===== config.mk =====
export PLATFORM = sky130hd
export DESIGN_NAME = ifu_fetch
export DESIGN_NICKNAME = d
export VERILOG_FILES = /design/src/rtl/ifu_fetch.sv
export SDC_FILE = /design/constraint.sdc
export NUM_CORES = 1
export LEC_CHECK = 0
export BUFFER_PORTS_ARGS = -buffer_cell sky130_fd_sc_hd__buf_2
export CAP_MARGIN = 30
export CELL_PAD_IN_SITES_DETAIL_PLACEMENT = 0
export CELL_PAD_IN_SITES_GLOBAL_PLACEMENT = 2
export CORE_MARGIN = 2
export CORE_UTILIZATION = 34
export DETAILED_ROUTE_END_ITERATION = 6
export GPL_ROUTABILITY_DRIVEN = 1
export GPL_TIMING_DRIVEN = 0
export PLACE_DENSITY_LB_ADDON = 0.1
export SLEW_MARGIN = 20
export SYNTH_ARGS = -nofsm -noshare
export SYNTH_HDL_FRONTEND = slang
export SYNTH_SLANG_ARGS = --single-unit

===== constraint.sdc =====
create_clock -name clk -period 6.8 [get_ports clk]
set_clock_uncertainty 0.1 [all_clocks]
set_input_delay 1.36 -clock clk [delete_from_list [all_inputs] [get_ports clk]]
set_output_delay 1.36 -clock clk [all_outputs]
set_load 0.05 [all_outputs]

===== src/rtl/ifu_fetch.sv =====
// ifu_fetch: owns the PC, issues in-order imem requests,
// buffers returned words and redirects on branch/jump.
module ifu_fetch #(
  parameter logic [31:0] RESET_PC = 32'h0000_0000,
  parameter int unsigned DEPTH    = 2
) (
  input  logic        clk,
  input  logic        rstn,
  output logic        imem_req,
  output logic [31:0] imem_addr,
  input  logic        imem_gnt,
  input  logic        imem_rvalid,
  input  logic [31:0] imem_rdata,
  output logic        inst_valid,
  output logic [31:0] inst,
  output logic [31:0] inst_pc,
  input  logic        inst_ready,
  input  logic [1:0]  npc_op
);

  localparam int AW = $clog2(DEPTH);
  localparam int CW = $clog2(DEPTH + 1);
  localparam logic [CW:0] CAP = (CW + 1)'(DEPTH);

  logic [31:0]   fetch_pc;
  logic [31:0]   resp_pc;
  logic [31:0]   buf_inst [DEPTH];
  logic [31:0]   buf_pc   [DEPTH];
  logic [AW-1:0] rd_ptr;
  logic [AW-1:0] wr_ptr;
  logic [CW-1:0] count;
  logic [CW-1:0] inflight;
  logic [CW-1:0] drop;
  logic [CW-1:0] inflight_nxt;
  logic          run;

  logic          consume;
  logic          redirect;
  logic          issue;
  logic          resp;
  logic          push;
  logic [31:0]   pc_plus4;
  logic [31:0]   br_tgt;
  logic [31:0]   jmp_tgt;
  logic [31:0]   target;

  assign inst_valid = count != '0;
  assign inst       = inst_valid ? buf_inst[rd_ptr] : '0;
  assign inst_pc    = inst_valid ? buf_pc[rd_ptr] : '0;
  assign consume    = inst_valid & inst_ready;

  assign pc_plus4 = inst_pc + 32'd4;
  assign br_tgt   = pc_plus4 +
                    {{14{inst[15]}}, inst[15:0], 2'b00};
  assign jmp_tgt  = {pc_plus4[31:28], inst[25:0], 2'b00};

  always_comb begin
    redirect = 1'b0;
    target   = pc_plus4;
    if (consume) begin
      unique case (npc_op)
        2'b01: begin
          redirect = 1'b1;
          target   = br_tgt;
        end
        2'b10: begin
          redirect = 1'b1;
          target   = jmp_tgt;
        end
        default: ;
      endcase
    end
  end

  // credit: buffered + in-flight never exceeds DEPTH
  assign imem_req  = run & ~redirect &
                     (({1'b0, count} + {1'b0, inflight}) < CAP);
  assign imem_addr = fetch_pc;
  assign issue     = imem_req & imem_gnt;
  assign resp      = imem_rvalid & (inflight != '0);
  assign push      = resp & (drop == '0) & ~redirect;

  assign inflight_nxt = inflight + CW'(issue) - CW'(resp);

  always_ff @(posedge clk) begin
    if (!rstn) begin
      run      <= 1'b0;
      fetch_pc <= RESET_PC;
      resp_pc  <= RESET_PC;
      rd_ptr   <= '0;
      wr_ptr   <= '0;
      count    <= '0;
      inflight <= '0;
      drop     <= '0;
    end else begin
      run      <= 1'b1;
      inflight <= inflight_nxt;
      if (redirect) begin
        fetch_pc <= target;
        resp_pc  <= target;
        rd_ptr   <= '0;
        wr_ptr   <= '0;
        count    <= '0;
        drop     <= inflight_nxt;
      end else begin
        if (issue)
          fetch_pc <= fetch_pc + 32'd4;
        if (push) begin
          resp_pc <= resp_pc + 32'd4;
          wr_ptr  <= wr_ptr + AW'(1);
        end
        if (consume)
          rd_ptr <= rd_ptr + AW'(1);
        count <= count + CW'(push) - CW'(consume);
        if (resp && drop != '0)
          drop <= drop - CW'(1);
      end
    end
  end

  always_ff @(posedge clk) begin
    if (push) begin
      buf_inst[wr_ptr] <= imem_rdata;
      buf_pc[wr_ptr]   <= resp_pc;
    end
  end

  always_ff @(posedge clk) begin
    if (rstn && push)
      assert (count < CW'(DEPTH));
  end

endmodule


==> impl_metrics.toml <==
[run_status]
status = "complete, no violations"

[global_routing]
antenna_found_initial = 0
grt_first_pass_wirelength_um = 59700
grt_max_degree = 46
grt_overflow = 0
grtUsageTotal_pct = 22.8
grt_pass1_vias = 9487

[clock_network]
holdBufCountCts = 0
clkTransAtPathRegs_ps = 80
cts_sinks = 200
clk_latency_ps = 460
root_buffer = "clkbuf_16"
cts_buffer_depth = 2
cts-buffers-inserted = 17
cts_tree = "yes"
cts.htree.levels = 4

[sta]
fmax_mhz = 157
hold_viol = 0
tns_ps = 0
finalCriticalPeriod_ps = 6350
maxSlewViolCount = 0
fin_crit_sh_pct = 93.4
setup_viol = 0
rsz0062_at_grt = "no"
slew_headroom_pct = 32.2
tightestPinTransition_ps = 1020

[synth]
synth.top_cells.by_count = "nor2_1 (138), edfxtp_1 (128), a21oi_1 (91)"
async_reset_ff_share_pct = 0
yosysTopAreaCellShare_pct = 33.6
synth_fp_nets = 1251
synth_warnings = 0
seq_area_frac_synth_pct = 46.2
synthesis.area_um2 = 11400
synth_cell_type_count = 76
synthTopCellsByArea = "edfxtp_1 (34%), dfxtp_1 (13%), mux2i_1 (5.7%)"
synth_top_cell_by_area = "edfxtp_1"
yosysMostFrequentCell = "nor2_1"
synth_ff_type = "edfxtp_1"
synthCells = 1165
avgSynthCellArea_um2 = 9.82
ys_ff_latch = 200
synth_edf_count = 128

[setup_path]
start_kind = "register"
cp_top_family = "compound AO/OA/AOI/OAI gates"
critPathMaxStageDelay_ps = 720
critPathSlowestCell = "o41ai_1"
path_depth = 22
worstRegToRegCells = 22
ff2ff_setup_slack_ps = 450
critPathMaxFanout = 28
timing.critical_path.required_ps = 7060
end_kind = "register"
crit_end = "imem_addr[29]"
critPathKind = "register to register"
cp_data_arrival_time_ps = 6610
worstReg2RegEnd = "imem_addr[29]"
crit_chain = "buf_6 -> buf_8 -> buf_6 -> buf_4 -> mux2_2 -> nand2_1 -> inv_1 -> ha_1 -> or4b_1 -> nand3b_1 -> nand2b_1 -> xnor2_1 -> ha_1 -> clkbuf_1 -> a21oi_1 -> o22ai_1 -> o41ai_1 -> o31ai_1 -> a21oi_1 -> mux2i_2 -> nand2_1 -> o221a_2"
cp_num_buf_inv = 6

[layout]
final_nets = 1411
areaGrowthSynthToFinish_pct = 18.0
drive_above_1_share_pct = 17.8
stdcell_count = 1786
nFillCells = 3428
diodes = 0

[power_and_ir_drop]
max-vdd-ir-drop_uv = 195
powerDensity_nw_per_um2 = 411
total_power_mw = 5.55
p_leak_nw = 5.13

[floorplanning]
rows = 67
die_area_um2 = 35100
core_area_um2 = 33400
start_util_pct = 34.3
fp.dieW_um = 187
die_h_um = 187
io_pins = 137

[detailed_routing]
drtIter0Drc = 727
wl_per_cell_um = 22.3
first_pass_iters = 5
antenna_left = 0
drt_wl_total_um = 39800
top_layer = "met4"
viasPerCell = 5.47
drc_errors = 0
met1_length_um = 19100
dr_wl_met3_um = 2140
vias = 9766
met2_wirelength_um = 17800

[flow_run]
maxCapViolCount = 0

[placed_design]
portBuffers = 136
dp.cells = 1756
dp_hpwl_um = 31100
gp_congestion = 0.864

[hold_path]
min_path_type = "register to register"
layout by cell type (no fill, tap or decap), types with 11 or more instances in the layout:
cell type	netlist	routed
a21o_1	11	11
a21oi_1	91	91
a31oi_1	31	31
and2_1	11	11
and3_1	33	32
buf_2	3	137
clkbuf_1	39	36
clkbuf_16	0	17
dfxtp_1	72	72
edfxtp_1	128	128
ha_1	45	45
inv_1	35	35
mux2i_1	65	64
nand2_1	76	76
nand3_1	36	36
nor2_1	138	136
nor2b_1	12	12
nor3_1	19	18
o21a_1	12	12
o21ai_0	74	73
o221a_2	18	18
xnor2_1	32	32
xor2_1	20	19
report_power, final:
group | leakage (nW) | switching [mW] | internal [mW] | total [mW]
Clock | 0.309 | 0.549 | 0.542 | 1.09
Combinational | 3.09 | 2.16 | 0.768 | 2.93
Sequential | 1.73 | 0.0672 | 1.46 | 1.53
worst min-delay path by stage:
stage          cells after the start            end          from  slack, ps
3_3_place_gp                       0   buf_pc[0][0]    resp_pc[0]        370
3_5_place_dp                       0   buf_pc[0][0]    resp_pc[0]        380
4_1_cts                            0   buf_pc[0][0]    resp_pc[0]        400
6_report                           0   buf_pc[0][0]    resp_pc[0]        390
2_1_floorplan                      0  buf_pc[0][31]   resp_pc[31]        340
5_1_grt                            0   buf_pc[1][1]  imem_addr[1]        420
flip-flops by register name (all words and copies together) (netlist names), named ones only:
name,count
wr_ptr,1
inflight,2
drop,2
buf_pc,64
count,2
rd_ptr,1
run,1
resp_pc,31
buf_inst,64
imem_addr,31
per-stage QoR:
step	instance area (um^2)	util (%)	setup WS, ps	hold WS, ps
finish	13500	40.5	448	393
global route	13500	40.5	84.0	424
CTS	13500	40.4	240	398
detailed placement	12800	38.5	-1530	375
global placement	12700	38.0	-2030	373
floorplan	11400	-	388	339
cell families after synthesis:
kind of cell    Yosys count  share of synthesized area [%]
fa+ha+maj                47                           5.27
simple gates            377                           16.0
buf+inv                  91                           3.38
flops                   200                           46.2
compound gates          331                           19.3
xor+xnor                 52                           3.98
mux                      67                           5.90
cell type report:
class	instances	area, um^2	area share (%)
multi-input combinational	874	5820	43.1
sequential	200	5290	39.1
timing repair buffer	145	825	6.10
tap	448	561	4.15
clock buffer	17	425	3.15
buffer	51	243	1.80
clock inverter	15	213	1.57
inverter	36	135	1.00
metal layers:
| metal | vias up | global-route usage, % |
|---|---|---|
| met4 | 0 | 6.42 |
| met2 | 317 | 35.8 |
| met1 | 4726 | 32.5 |
| met3 | 40 | 3.77 |
| met5 | - | 0 |
| li1 | 4683 | - |
what timing repair did:
item,in CTS,in global routing
endpoints found under the setup margin,40,9
gates resized for setup,9,2
setup buffers,0,2
pin swaps,0,1
Power figures use the tool's default switching activity.
